[src/rtl/fp8_log_unpack.sv]
// fp8_log_unpack: classifies E4M3 operands for the log2 datapath behind a registered 2-entry skid buffer.
// Optional FP8_LOG_UNPACK_STATS_EN adds saturating nan/zero/subnormal counters.
module fp8_log_unpack #(
  parameter bit ZERO_IS_NAN = 1'b0,
  parameter bit NEG_IS_NAN  = 1'b1
) (
  input  logic       clk,
  input  logic       rst_n,
  input  logic       in_valid,
  output logic       in_ready,
  input  logic [7:0] in_data,
  output logic       out_valid,
  input  logic       out_ready,
  output logic [3:0] exp_val,
  output logic       is_subnormal,
  output logic [2:0] mant_frac,
  output logic       is_zero,
  output logic       is_nan,
  output logic       is_one,
  output logic       sign_in
`ifdef FP8_LOG_UNPACK_STATS_EN
  ,
  input  logic        stats_clr,
  output logic [15:0] nan_cnt,
  output logic [15:0] zero_cnt,
  output logic [15:0] subn_cnt
`endif
);
  logic [3:0]  e;
  logic [2:0]  m;
  logic        zero_in, subn_in, nan_in, acc, drain;
  logic [2:0]  frac;
  logic [11:0] rec, main_q, skid_q;
  assign e       = in_data[6:3];
  assign m       = in_data[2:0];
  assign zero_in = e == 4'd0 && m == 3'd0;
  assign subn_in = e == 4'd0 && m != 3'd0;
  assign nan_in  = (e == 4'hf && m == 3'h7) || (NEG_IS_NAN && in_data[7] && !zero_in) || (ZERO_IS_NAN && zero_in);
  // subnormal fraction: bits below the leading one, left-aligned
  assign frac    = !subn_in ? m : m[2] ? {m[1:0], 1'b0} : m[1] ? {m[0], 2'b00} : 3'b000;
  assign rec     = {e == 4'd0 ? {1'b0, m} : e, subn_in, frac, zero_in && !nan_in, nan_in,
                    in_data[6:0] == 7'h38 && !nan_in, in_data[7]};
  assign acc     = in_valid && in_ready;
  assign drain   = out_valid && out_ready;
  assign {exp_val, is_subnormal, mant_frac, is_zero, is_nan, is_one, sign_in} = main_q;
  // in_ready is kept as its own flop: it is high exactly when the skid register is empty
  always_ff @(posedge clk or negedge rst_n) begin
    if (!rst_n) begin
      out_valid <= 1'b0;
      in_ready  <= 1'b1;
      main_q    <= '0;
      skid_q    <= '0;
    end else if (drain) begin
      if (!in_ready) main_q <= skid_q;
      else if (acc) main_q <= rec;
      out_valid <= !in_ready || acc;
      in_ready  <= 1'b1;
    end else if (!out_valid) begin
      if (acc) main_q <= rec;
      out_valid <= acc;
    end else if (acc) begin
      skid_q   <= rec;
      in_ready <= 1'b0;
    end
  end
`ifdef FP8_LOG_UNPACK_STATS_EN
  always_ff @(posedge clk or negedge rst_n) begin
    if (!rst_n) begin
      nan_cnt  <= '0;
      zero_cnt <= '0;
      subn_cnt <= '0;
    end else if (stats_clr) begin
      nan_cnt  <= '0;
      zero_cnt <= '0;
      subn_cnt <= '0;
    end else if (acc) begin
      nan_cnt  <= nan_cnt + 16'(rec[2] && ~&nan_cnt);
      zero_cnt <= zero_cnt + 16'(rec[3] && ~&zero_cnt);
      subn_cnt <= subn_cnt + 16'(rec[7] && ~&subn_cnt);
    end
  end
`endif
endmodule
[config.mk]
export PLATFORM = sky130hd
export DESIGN_NAME = fp8_log_unpack
export DESIGN_NICKNAME = d
export VERILOG_FILES = /design/src/rtl/fp8_log_unpack.sv
export SDC_FILE = /design/constraint.sdc
export NUM_CORES = 1
export LEC_CHECK = 0
export ABC_AREA = 1
export CORE_ASPECT_RATIO = 1.5
export CORE_MARGIN = 3
export CORE_UTILIZATION = 51
export CTS_BUF_LIST = sky130_fd_sc_hd__clkbuf_2
export DETAILED_ROUTE_END_ITERATION = 8
export DONT_BUFFER_PORTS = 1
export GPL_ROUTABILITY_DRIVEN = 0
export PLACE_DENSITY_LB_ADDON = 0.08
export RECOVER_POWER = 100
export SKIP_LAST_GASP = 1
export SLEW_MARGIN = 0
export SYNTH_ARGS = -nofsm -noshare
export SYNTH_HDL_FRONTEND = slang
export SYNTH_SLANG_ARGS = --single-unit
[constraint.sdc]
create_clock -name clk -period 3.4 [get_ports clk]
set_input_delay 1.02 -clock clk [delete_from_list [all_inputs] [get_ports clk]]
set_output_delay 1.02 -clock clk [all_outputs]
set_load 0.05 [all_outputs]
==> summary.txt, run 1 <==
Power and ir drop
  • Clk pwr share: 9.1%
  • P_leak: 0.000643 uW
  • IR Drop Worst-Case VDD: 0.377 mV
  • Internal cell power: between 600 and 700 uW
  • Register share of total power: a little under two thirds
  • Comb pwr share: 27.5%
  • Pwr per Cell Area: 994 nW/um2
  • Sw Share: 53.4%
  • Switch Pwr: 696 uW

Worst setup path
  • WS Path Type: flop to flop
  • Arrival time at the worst endpoint: 2.84 ns
  • Crit path launch: in_ready$_DFFE_PN1P_
  • Worst Setup EP: skid_q[11]$_DFFE_PN0P_
  • CP required: about 3.7 ns
  • Endpoint type of the worst setup path: flop
  • WP depth: 5
  • Kind of start point of the critical path: flop
  • Slowest CP cell: dfstp_1
  • Worst path bufs/invs: 1
  • Critical R2R Capture: skid_q[11]$_DFFE_PN0P_
  • Worst Path Max Fanout: 14
  • Worst path cell trace: nand2_1, nor2_1, inv_1, nand2_1, o21ai_0
  • CP peak stage delay: 0.89 ns
  • R2r startpoint: in_ready$_DFFE_PN1P_
  • Largest delay contributor family on the critical path: simple AND/OR/NAND/NOR gates
  • FF-to-FF setup slack: 0.81 ns
  • R2R depth: 5
  • Most used cell along the critical path: nand2_1

Die
  • Row cnt: 22
  • Core area: ~2400 um2
  • Initial core utilization: between 50% and 60%
  • Die height: between 60 and 70 um
  • Die Wd: 47.6 um
  • Total die area: 3260 um2
  • Num ports: 26

Synth
  • Largest family of logic cells by synthesized area: simple AND/OR/NAND/NOR gates
  • Mux contribution to synthesized area: 0%
  • Synth Area in Compound Gates: approximately 16%
  • Syn Nets: 173
  • Cell area after synthesis: 1320 um2
  • XOR/XNOR Fraction of Synth Area: 0%
  • Synth Register Bits: 26
  • Syn avg cell area: 8.22 um2
  • Synth Instances: 161
  • Register area share after synthesis: about half
  • Largest cells by area after synthesis: dfrtp_1, nand2_1, a21oi_1
  • Synth cell types: 25
  • Simple-gate portion of the synthesized area: 27.6%
  • YS warnings: 0
  • Yosys top cell area share: 47.3%
  • Top cell type by total area after synthesis: dfrtp_1
  • Adder-cell share of the synthesized area: 0%

Routing
  • Routed len/inst: roughly 15 um
  • Detailed Route Iter0 Violations: 39
  • Final wirelength: 2.65 mm
  • Via count: 1017
  • Detailed-route DRC error count: 0
  • Vias per cell: between 5 and 6
  • Final ANT Viol Nets: 0
  • Router iterations before antenna repair: 4

Layout
  • N_diodes: 0
  • Nets: 172
  • Fraction of layout cells with a size suffix above 1: approximately 8.8%
  • Footprint of the multi-input gates: 562 um2
  • FILL cells: 243
  • Register Area: ~650 um2
  • Layout Area Growth over Synthesis: -0.851%

CTS
  • TritonCTS clock tree: built
  • Total CTS buffers: 3
  • CTS HTree Levels: 1
  • # resized after CTS: 0
  • # hold bufs at CTS: 0
  • Clock Path Buffers: 2
  • Clock latency on the worst-skew pair: 0.34 ns
  • CTS Sinks: 26
  • Post-CTS Setup Inserts: 0
  • Clk slew on worst S/H paths: 0.23 ns
  • Root buf cell: clkbuf_2

GRT
  • Largest net degree at the start of global routing: 27
  • GR peak layer: met2
  • Grt met1 use: 25.8%
  • Aggregate global routing overflow: 0
  • Number of global-route vias before repair: 983
  • GR Layer Usage met2: 28.2%
  • First-pass GRT wire length: 4.36 mm
  • Total GRT Usage: 18.5%
  • Met3 track demand over resource: 3.68%
  • Initial antenna violation count: 0

Worst hold path
  • Worst min path class: primary input to asynchronous set/reset pin

STA
  • Setup tns final: 0 ns
  • Tightest Pin Transition: 0.745 ns
  • Final Setup Violations: 0
  • Rel. slew slack: 50.4%
  • Final Max Slew Viols: 0
  • Post-route clock period utilization: 76.2%
  • Clock Skew: 0.00160 ns
  • Min Hold Slack: 0.325 ns
  • Fmax: between 300 and 400 MHz
  • Tmin final: around 2.6 ns
  • RSZ-0062 raised after global routing: false
  • Final Hold Viols: 0

Job
  • Max-Cap Viols: 0

Status
  • Outcome: finished, final reports clean

Placed design
  • Final HPWL DP: roughly 2.0 mm
  • IO Port Bufs: 0
cell usage after synthesis:
| master | instances |
|---|---|
| nand2_2 | 1 |
| buf_6 | 1 |
| a21oi_1 | 13 |
| nor3_1 | 1 |
| o21ai_1 | 2 |
| o21ai_2 | 2 |
| dfrtp_1 | 25 |
| inv_1 | 10 |
| o21a_1 | 1 |
| nor2_1 | 16 |
| buf_2 | 1 |
| nand2_4 | 1 |
| dfstp_2 | 1 |
| o21ai_0 | 8 |
| o21ai_4 | 1 |
| nor2_4 | 4 |
| nor3_2 | 1 |
| inv_2 | 3 |
| nand2_1 | 48 |
| o21bai_1 | 4 |
| or2_2 | 1 |
| buf_4 | 4 |
| o22ai_1 | 4 |
| nand4_1 | 1 |
| nand3_1 | 7 |
state kept, by name, indices dropped and copies added, names as in the netlist:
register,flops
out_valid,1
skid_q,12
main_q,12
in_ready,1
kinds of logic (layout without fill, tap and decap cells):
kind of cell / count (synthesis) / after routing
flip-flops: 26 / 26
AO/OA/AOI/OAI: 35 / 35
buffers and inverters: 19 / 17
AND/OR/NAND/NOR: 81 / 81
layout by cell type, fill, tap and decap left out:
| cell | count |
|---|---|
| inv_1 | 11 |
| o21a_1 | 1 |
| nand2_2 | 1 |
| dfstp_1 | 1 |
| nor3_1 | 1 |
| o21bai_1 | 4 |
| inv_2 | 2 |
| nor3_2 | 1 |
| o21ai_4 | 1 |
| nand4_1 | 1 |
| nor2_4 | 3 |
| nand2_4 | 1 |
| nor2_1 | 17 |
| nand3_1 | 7 |
| clkbuf_2 | 4 |
| or2_2 | 1 |
| o21ai_0 | 12 |
| o22ai_1 | 4 |
| dfrtp_1 | 25 |
| a21oi_1 | 13 |
| nand2_1 | 48 |
routing by layer:
layer	part of all wire (%)	up-vias
li1	-	515
met1	47	461
met2	47	36
met3	4.9	5
met4	1.5	0
met5	0	-
worst min path at each step:
| stage | startpoint | end | slack [ns] |
|---|---|---|---|
| final | rst_n | main_q[1]$_DFFE_PN0P_ | 0.32 |
| after global routing | rst_n | skid_q[8]$_DFFE_PN0P_ | 0.27 |
| after CTS | rst_n | main_q[4]$_DFFE_PN0P_ | 0.31 |
| after detailed placement | skid_q[8]$_DFFE_PN0P_ | skid_q[8]$_DFFE_PN0P_ | 0.47 |
| after global placement | skid_q[7]$_DFFE_PN0P_ | skid_q[7]$_DFFE_PN0P_ | 0.46 |
| after floorplan | skid_q[3]$_DFFE_PN0P_ | skid_q[3]$_DFFE_PN0P_ | 0.44 |
power by group through the flow:
stage / Combinational, uW / Sequential [uW] / Clock (uW)
after CTS: 371 / 833 / 123
after global routing: 420 / 848 / 139
after floorplan: 335 / 814 / 0
after detailed placement: 368 / 842 / 0
after global placement: 359 / 838 / 0
final: 358 / 827 / 119
stage by stage:
step / std cells / area [um2] / utilization (%) / setup WS, ns / total power, uW
after detailed placement: 179 / 1310 / 53.4 / 1.04 / 1210
after global placement: 179 / 1310 / 53.4 / 1.12 / 1200
after CTS: 183 / 1330 / 54.2 / 1.22 / 1330
final: 183 / 1310 / 53.6 / 0.808 / 1300
after floorplan: 161 / 1320 / - / 1.68 / 1150
after global routing: 183 / 1310 / 53.6 / 0.574 / 1410
cell type report:
class / count / share of cell area, %
clock buffers: 4 / 1.53
inverters: 13 / 3.72
multi-input cells: 116 / 42.8
flip-flops and latches: 26 / 49.7
well taps: 24 / 2.29
worst reg2reg max path, stage by stage (launching register included):
cell and delay [ns]:
dfstp_1 0.89, nand2_1 0.38, nor2_1 0.61, inv_1 0.39
nand2_1 0.14, o21ai_0 0.09
Note: power is estimated with default switching activity, not from simulation.
==> inputs of run 2 (changes only) <==
- clock period: 3.4 -> 2.44 ns (I/O delays scaled with it)
==> run 2 against run 1 <==
Net effect: critical endpoint is now main_q[9]$_DFFE_PN0P_; power increased by 40%; combinational power is 44% higher; first-iteration DRC count grew 21%; highest routed layer unchanged.
==> summary.txt, run 2 (synthesis gave the netlist of run 1 again) <==
Status
  • Outcome: finished, final reports clean

Layout
  • N_diodes: 0 (unchanged)
  • FILL cells: 215 (-12%)
  • Fraction of layout cells with a size suffix above 1: 9.32% (+0.51 points)
  • Most common cell after layout, fill and taps aside: nand2_1
  • Nets: 174 (+1.2%)
  • Register Area: 652 um2 (unchanged)
  • Footprint of the multi-input gates: 569 um2 (+1.3%)
  • Final Cell Area: 1330 um2 (+1.0%)
  • Layout Area Growth over Synthesis: 0.189%
  • Most frequent cells in the layout: nand2_1, dfrtp_1, nor2_1, a21oi_1, o21ai_0
  • Layout Cells excl Fill: 185 (+1.1%)
  • Biggest regs: main_q: 12 flops, skid_q: 12 flops

GRT
  • First-pass GRT wire length: 4.29 mm (-1.6%)
  • Aggregate global routing overflow: 0 (unchanged)
  • Initial antenna violation count: 0 (unchanged)
  • Total GRT Usage: 18.0% (-0.45 points)
  • Number of global-route vias before repair: 946 (-3.8%)
  • Largest net degree at the start of global routing: 27 (unchanged)

Power and ir drop
  • Power Total: 1820 uW (+40%)
  • IR Drop Worst-Case VDD: 0.513 mV (+36%)
  • Pwr per Cell Area: 1370 nW/um2 (+38%)
  • P_leak: 0.000643 uW (+0.12%)

Worst setup path
  • Largest delay contributor family on the critical path: flip-flops
  • Worst Path Max Fanout: 13 (-1)
  • WP depth: 5 (unchanged)
  • Critical R2R Capture: main_q[9]$_DFFE_PN0P_
  • Slowest CP cell: dfrtp_1
  • Crit path launch: out_valid$_DFF_PN0_
  • CP peak stage delay: 0.75 ns (-0.14 ns)
  • Kind of start point of the critical path: flop
  • WS Path Type: flop to flop
  • Most used cell along the critical path: a21oi_1
  • FF-to-FF setup slack: 0.42 ns (-0.39 ns)
  • Endpoint type of the worst setup path: flop
  • Arrival time at the worst endpoint: 2.28 ns (-0.56 ns)
  • CP required: 2.71 ns (-0.94 ns)
  • R2R depth: 5 (unchanged)
  • Worst path cell trace: nand2_1, a21oi_1, clkbuf_1, nor2_1, a21oi_1
  • R2r startpoint: out_valid$_DFF_PN0_
  • Worst Setup EP: main_q[9]$_DFFE_PN0P_
  • Worst path bufs/invs: 1 (unchanged)

CTS
  • CTS Sinks: 26 (unchanged)
  • CTS HTree Levels: 1 (unchanged)
  • Clock latency on the worst-skew pair: 0.32 ns (-0.02 ns)
  • Total CTS buffers: 3 (unchanged)
  • Post-CTS Setup Inserts: 0 (unchanged)
  • TritonCTS clock tree: built
  • Clock Path Buffers: 2 (unchanged)
  • Clk slew on worst S/H paths: 0.22 ns (about the same)
  • Root buf cell: clkbuf_2

Die
  • Die height: 68.4 um (unchanged)
  • Row cnt: 22 (unchanged)
  • Num ports: 26 (unchanged)
  • Total die area: 3260 um2 (unchanged)
  • Initial core utilization: 54.0% (unchanged)
  • Core area: 2450 um2 (unchanged)
  • Die Wd: 47.6 um (unchanged)

Placed design
  • Dpl ws: 0.601 ns (-0.437 ns)
  • Final HPWL DP: 2.02 mm (+1.2%)
  • Placed Cells: 180 (+0.56%)
  • IO Port Bufs: 0 (unchanged)
  • Post-placement cell area: 1320 um2 (+0.57%)

Routing
  • Final ANT Viol Nets: 0 (unchanged)
  • Detailed-route DRC error count: 0 (unchanged)
  • Detailed Route Iter0 Violations: 47 (+21%)
  • Vias per cell: 5.51 (-0.89%)
  • Via count: 1019 (+0.20%)
  • Routed len/inst: 14.2 um (-2.1%)
  • Final wirelength: 2.63 mm (-1.1%)
  • Router iterations before antenna repair: 4 (unchanged)

STA
  • Clock Skew: 0.00590 ns (+0.00429 ns)
  • Final Setup Violations: 0 (unchanged)
  • RSZ-0062 raised after global routing: false
  • Fmax: 496 MHz (+28%)
  • Setup tns final: 0 ns (unchanged)
  • Rel. slew slack: 12.9% (-37 points)
  • Tightest Pin Transition: 1.31 ns (+0.562 ns)
  • Final Hold Viols: 0 (unchanged)
  • PnR worst setup slack: 0.422 ns (-0.386 ns)
  • Post-route clock period utilization: 82.7% (+6.5 points)
  • Final Max Slew Viols: 0 (unchanged)
  • Tmin final: 2.02 ns (-0.574 ns)

Worst hold path
  • Worst min path class: primary input to asynchronous set/reset pin

Job
  • Max-Cap Viols: 0 (unchanged)
## run 2: changes by cell type in the layout (fill, tap and decap cells not counted)
cell      delta
clkbuf_2     -1
dfstp_1      -1
clkbuf_1     +2
clkinv_1     +1
nor2_1       -1
nor2_4       +1
dfstp_2      +1
## run 2: worst reg2reg max path: cells and delay by family (launching register included)
family	cells	cell delay [ns]
buf+inv	1	0.37
compound gates	2	0.35
flops	1	0.75
simple gates	2	0.48
## run 2: where the power goes
group | leakage, uW | switching, uW | total (uW) | internal (uW)
logic | 0.000315 | 326 | 516 | 190
clock network | 0.0000140 | 113 | 148 | 35.7
registers | 0.000314 | 534 | 1160 | 622
## run 2: area by class of cell
class,instances,share of cell area [%]
timing repair buffer,2,0.566
sequential,26,49.2
clock buffer,3,1.13
multi-input combinational,116,42.9
tap,24,2.26
inverter,13,3.68
clock inverter,1,0.283
## run 2: per-stage QoR
step,hold slack [ns],util (%)
floorplan,0.436,-
global placement,0.437,53.7
detailed placement,0.437,53.7
CTS,0.0347,54.4
global route,0.133,54.1
finish,0.203,54.1
## run 2: timing repair
| item | 4_1_cts | 5_1_grt |
|---|---|---|
| hold buffers | 0 | 1 |
| gates resized for setup | 0 | 0 |
| hold endpoints to repair | 0 | 25 |
| endpoints found under the setup margin | 0 | 0 |
## run 2: how the worst min path moves through the flow
stage / slack, ns / to
5_1_grt: 0.13 / in_ready$_DFFE_PN1P_
4_1_cts: 0.03 / main_q[5]$_DFFE_PN0P_
6_report: 0.20 / in_ready$_DFFE_PN1P_
3_3_place_gp: 0.44 / main_q[11]$_DFFE_PN0P_
2_1_floorplan: 0.44 / main_q[0]$_DFFE_PN0P_
3_5_place_dp: 0.44 / main_q[11]$_DFFE_PN0P_
## run 2: layer usage
metal | wire length, um | global-route usage [%] | part of all wire (%)
met5 | 0 | 0 | 0
met4 | 18 | 5.05 | 0.69
met3 | 140 | 2.63 | 5.3
met2 | 1300 | 28.7 | 50
met1 | 1170 | 25.0 | 44
==> inputs of run 3 (changes only) <==
- clock period: 2.44 -> 2 ns (I/O delays scaled with it)
==> run 3 against run 2 <==
Net effect: count of clock-buffer cells in the layout stayed put; routed wire length down 1.7%; hold slack worse by 0.13 ns.
==> summary.txt, run 3 (synthesis gave the netlist of run 1 again) <==
Status
  • Outcome: finished, final reports clean

CTS
  • TritonCTS clock tree: built
  • Clk slew on worst S/H paths: 0.21 ns (about the same)
  • Root buf cell: clkbuf_2
  • CTS Sinks: 26 (unchanged)
  • Clock latency on the worst-skew pair: 0.33 ns (about the same)
  • Clock Path Buffers: 2 (unchanged)
  • # resized after CTS: 0 (unchanged)
  • Total CTS buffers: 3 (unchanged)
  • CTS HTree Levels: 1 (unchanged)

STA
  • Tightest Pin Transition: 1.10 ns (-0.208 ns)
  • Fmax: roughly 580 MHz
  • RSZ-0062 raised after global routing: false
  • Rel. slew slack: 26.5% (+14 points)
  • Clock Skew: 0.00988 ns (+0.00398 ns)
  • Tmin final: ~1.7 ns
  • Final Max Slew Viols: 0 (unchanged)
  • Final Setup Violations: 0 (unchanged)
  • Final Hold Viols: 0 (unchanged)
  • Setup tns final: 0 ns (unchanged)
  • Post-route clock period utilization: approximately 86%

Routing
  • Detailed Route Iter0 Violations: 26 (-45%)
  • Detailed-route DRC error count: 0 (unchanged)
  • Vias per cell: 5.60 (+1.6%)
  • Final ANT Viol Nets: 0 (unchanged)
  • Routed len/inst: 13.8 um (-2.8%)
  • Router iterations before antenna repair: 4 (unchanged)
  • Via count: 1047 (+2.7%)
  • Final wirelength: 2.58 mm (-1.7%)

Job
  • Max-Cap Viols: 0 (unchanged)

Worst setup path
  • Kind of start point of the critical path: flop
  • Arrival time at the worst endpoint: 1.13 ns (-1.15 ns)
  • CP peak stage delay: 0.59 ns (-0.16 ns)
  • Worst path cell trace: buf_4
  • WS Path Type: flop to output port
  • Endpoint type of the worst setup path: output port
  • Worst path bufs/invs: 1 (unchanged)
  • CP required: 1.40 ns (-1.31 ns)
  • Worst Path Max Fanout: 3 (-10)
  • Slowest CP cell: dfstp_1
  • Largest delay contributor family on the critical path: flip-flops

Layout
  • Layout Area Growth over Synthesis: 1.89%
  • Nets: 176 (+1.1%)
  • Biggest regs: main_q: 12 flops, skid_q: 12 flops
  • Most frequent cells in the layout: nand2_1, dfrtp_1, nor2_1, a21oi_1, o21ai_0
  • FILL cells: 254 (+18%)
  • Fraction of layout cells with a size suffix above 1: 11.0% (+1.7 points)
  • Most common cell after layout, fill and taps aside: nand2_1
  • N_diodes: 0 (unchanged)

GRT
  • First-pass GRT wire length: 4.25 mm (-0.96%)
  • Number of global-route vias before repair: 1002 (+5.9%)
  • Largest net degree at the start of global routing: 26 (-3.7%)
  • Initial antenna violation count: 0 (unchanged)
  • Total GRT Usage: 18.0% (-0.042 points)
  • Aggregate global routing overflow: 0 (unchanged)

Die
  • Total die area: 3260 um2 (unchanged)
  • Die height: 68.4 um (unchanged)
  • Initial core utilization: 54.0% (unchanged)
  • Die Wd: 47.6 um (unchanged)
  • Num ports: 26 (unchanged)
  • Row cnt: 22 (unchanged)
  • Core area: 2450 um2 (unchanged)

Power and ir drop
  • Internal cell power: 1060 uW (+25%)
  • Sw Share: 53.0% (-0.43 points)
  • Comb pwr share: 32.9% (+4.5 points)
  • Switch Pwr: 1190 uW (+23%)
  • P_leak: 0.000658 uW (+2.3%)
  • Pwr per Cell Area: 1670 nW/um2 (+22%)
  • Power Total: 2250 uW (+24%)
  • Register share of total power: 58.9% (-4.6 points)
  • Clk pwr share: 8.3% (+0.2 points)
  • IR Drop Worst-Case VDD: 0.643 mV (+25%)

Placed design
  • Final HPWL DP: 2.00 mm (-0.68%)
  • IO Port Bufs: 0 (unchanged)

Worst hold path
  • Worst min path class: primary input to asynchronous set/reset pin
==> run 3: cell types whose count changed in the layout (fill, tap and decap cells not counted), sizes merged <==
cell	delta
buf	+2
clkbuf	-1
dlygate4sd3	+1
==> run 3: layer usage <==
layer  track usage, %  share of wire (%)  up-vias
li1                 -                  -      523
met1             23.6                 46      500
met2             29.4                 50       22
met3             2.63                3.3        2
met4             6.40               0.62        0
met5                0                  0        -
==> run 3: area by class of cell <==
cell class,instances,area (um2),share of cell area (%)
clock inverters,1,3.75,0.278
clock buffers,3,15.0,1.11
repair buffers,4,30.0,2.23
multi-input cells,116,569,42.2
well taps,24,30.0,2.23
flip-flops and latches,26,652,48.3
inverters,13,48.8,3.62
==> run 3: worst register-to-register path, stage by stage (launching register included) <==
cell and delay, ns:
dfstp_1 0.59, nand2_1 0.31, nor2_4 0.35, inv_2 0.16
o21ai_0 0.18
==> run 3: timing repair <==
item,in CTS,in global routing
hold endpoints to repair,25,0
hold buffers,1,0
buffers inserted,0,0
==> run 3: stage by stage <==
stage	instance area (um2)	setup WS, ns	utilization [%]	std cells	hold slack (ns)
final	1350	0.275	55.1	187	0.0727
after global routing	1350	0.173	55.1	187	0.00993
after CTS	1360	0.263	55.5	187	0.0453
after detailed placement	1330	0.351	54.3	182	0.305
after global placement	1330	0.401	54.3	182	0.305
after floorplan	1320	0.542	-	161	0.304
==> run 3: power groups by stage <==
stage                     clock network [uW]  registers [uW]  logic, uW
after global placement                     0            1340        734
after detailed placement                   0            1350        748
final                                    186            1330        741
after CTS                                196            1330        764
after floorplan                            0            1380        570
after global routing                     220            1360        853
==> run 3: path summary, 6_finish.rpt <==
check / start / end / slack, ns / depth (start not counted)
worst min register to register: skid_q[6]$_DFFE_PN0P_ / skid_q[6]$_DFFE_PN0P_ / 0.52 / 2
worst max-delay path: in_ready$_DFFE_PN1P_ / in_ready / 0.27 / 1
max in group asynchronous: rst_n / out_valid$_DFF_PN0_ / 0.46 / 1
min in group clk: in_data[7] / skid_q[0]$_DFFE_PN0P_ / 0.35 / 2
worst min-delay path: rst_n / in_ready$_DFFE_PN1P_ / 0.07 / 0
worst max register to register: in_ready$_DFFE_PN1P_ / skid_q[1]$_DFFE_PN0P_ / 0.35 / 4
==> variant: new RTL, settings of run 2 <==
Change the parameter `NEG_IS_NAN` from 1'b1 to 1'b0.
--- a/src/rtl/fp8_log_unpack.sv
+++ b/src/rtl/fp8_log_unpack.sv
@@ -3,5 +3,5 @@
 module fp8_log_unpack #(
   parameter bit ZERO_IS_NAN = 1'b0,
-  parameter bit NEG_IS_NAN  = 1'b1
+  parameter bit NEG_IS_NAN  = 1'b0
 ) (
   input  logic       clk,
Function: changed (Yosys sat finds a counterexample within 4 cycles, from zero or initial values and one cycle with rst_n low).
==> variant against run 2 <==
Critical path type is now reg -> out. Combinational power grew 18%. Wire length increased by 19%. First-iteration DRC count decreased by 13%. Final area increased by 7.4%. Clock skew grew 12 ps. Fmax is 1.3% lower. Sequential cell count did not move. Global-route usage rose by 1.7 points. Synthesized area up 5.2%. Power is 1.6% higher. Largest power group unchanged. Synthesized cell count rose by 16%. Largest cell class unchanged. Setup slack got worse by 27 ps.
==> variant: results (changes against run 2) <==
[run_status]
status = complete, no violations  ; unchanged

[clock_network]
cts_buffers = 3  ; unchanged
cts-root-buf = clkbuf_2  ; unchanged
clk_pin_slew_ps = 220  ; about the same
postCtsSetupRepairBufs = 0  ; unchanged
h-tree-depth = 1  ; unchanged
clk-insertion-delay-late_ps = 340  ; was 320 ps

[global_routing]
grt_max_degree = 27  ; unchanged
use_met1 = 0.240  ; was 0.250
grt_pass1_vias = 1202  ; was 946
use_met3 = 0.0426  ; was 0.0263
antenna_found_initial = 0  ; unchanged
grt_use_met2 = 0.345  ; was 0.287
grt_usage = 0.198  ; was 0.180
grt_pass1_wl_um = 5400  ; was 4290 µm

[cells_and_area]
fillers = 274  ; was 215
drive_above_1_share = 0.0638  ; was 0.0932
antenna_cells = 0  ; unchanged
stdcell_area_mm2 = 0.00142  ; was 0.00133 mm²

[synth]
ys_types = 25  ; unchanged
yosysWarnings = 0  ; unchanged
yosys-top-cells-count = 68 x nand2_1, 25 x dfrtp_1, 19 x inv_1, 14 x nand3_1, 14 x nor2_1  ; was 48 x nand2_1, 25 x dfrtp_1, 16 x nor2_1, 13 x a21oi_1, 10 x inv_1
avgSynthCellArea_um2 = 7.49  ; was 8.22 µm²
synth_compound_area_frac = 0.111  ; was 0.160
yosys-mux-area-fraction = 0  ; unchanged
synthXorXnorAreaFrac = 0  ; unchanged
ys_seq_area_frac = 0.468  ; was 0.492
synth_fp_nets = 198  ; was 173
synth_area_leaders = dfrtp_1 45%, nand2_1 18%, inv_1 5.1%, nand3_1 5.0%, nor2_1 3.8%  ; was dfrtp_1 47%, nand2_1 14%, a21oi_1 4.9%, nor2_1 4.5%, nor2_4 3.4%

[detailed_routing]
via_per_inst = 5.26  ; was 5.51
routedWlPerCell_um = 13.9  ; was 14.2 µm
drt-pass1-iter-count = 4  ; unchanged
dr.first_iter.drc_count = 41  ; was 47
met1_length_um = 1230  ; was 1170 µm
met2_length_um = 1640  ; was 1300 µm
highest_layer = met4  ; unchanged
routed_wl_um = 3120  ; was 2630 µm
route.met3.wl_um = 202  ; was 140 µm

[timing]
slew-limit-headroom = 0.562  ; was 0.129
hold_slack_ps = 55.2  ; was 203 ps
skew_ps = 18.1  ; was 5.90 ps

[worst_setup_path]
reg2reg_from = in_ready  ; was out_valid
reg2reg_slack_ps = 400  ; was 420 ps
cp_data_arrival_time_ps = 1310  ; was 2280 ps
critPathMaxFanout = 5  ; was 13
r2r-end = main_q[2]  ; was main_q[9]
rr_worst_depth = 6  ; was 5

[place]
dp_slack_ps = 780  ; was 601 ps
io_buffers = 0  ; unchanged
placedCellCount = 219  ; was 180
dpl.hpwl_um = 2370  ; was 2020 µm

[power_and_ir_drop]
vdd_ir_drop_max_v = 0.000809  ; was 0.000513 V
internal-power_mw = 0.848  ; was 0.847 mW
p_leak_nw = 0.755  ; was 0.643 nW

[worst_hold_path]
worst_hold_path_type = in -> async  ; unchanged

[variant: changes by cell type after synthesis, sizes merged, moves of 2 or more]
| cell | before | now |
|---|---|---|
| nand3 | 7 | 14 |
| nand4 | 1 | 3 |
| buf | 6 | 4 |
| o21ai | 13 | 15 |
| a21oi | 13 | 9 |
| nand2 | 50 | 69 |
| nor2 | 20 | 17 |
| o21bai | 4 | 0 |
| inv | 13 | 23 |
| o22ai | 4 | 2 |
[variant: layout make-up]
type	instances	share of cell area
Clock buffer	3	0.0105
Clock inverter	1	0.00264
Inverter	23	0.0624
Multi-Input combinational cell	133	0.423
Sequential cell	26	0.458
Tap cell	36	0.0316
Timing Repair Buffer	2	0.0123
[variant: logic make-up (layout without fill, tap and decap cells)]
group | count (synthesis) | count (layout)
AO/OA/AOI/OAI | 27 | 27
buffers and inverters | 27 | 29
flip-flops | 26 | 26
AND/OR/NAND/NOR | 106 | 106
[variant: worst max path at each step]
stage | end | slack [ps] | start | cells past startpoint
after floorplan | skid_q[11] | 900 | out_valid | 8
after global placement | skid_q[11] | 820 | out_ready | 6
after detailed placement | skid_q[3] | 780 | out_ready | 6
after CTS | in_ready | 550 | in_ready | 0
after global routing | main_q[2] | 310 | in_ready | 6
final | in_ready | 400 | in_ready | 0
[variant: worst register-to-register path, cell delays in order, from the launching register on]
cell	delay, ps
dfstp_1	990
nand2_4	210
inv_1	380
nand4_1	210
nand2_1	100
nand3_1	60
nand2_1	60
[variant: power groups by stage]
stage	Sequential (mW)	Clock, mW	Combinational (mW)
after global placement	1.09	0	0.614
after global routing	1.10	0.185	0.715
final	1.08	0.157	0.610
after floorplan	1.09	0	0.490
after detailed placement	1.10	0	0.628
after CTS	1.09	0.166	0.632
[variant: what timing repair did]
item                       CTS  global route
setup endpoints to repair    0             0
hold endpoints to repair     0            14
hold buffers                 0             1
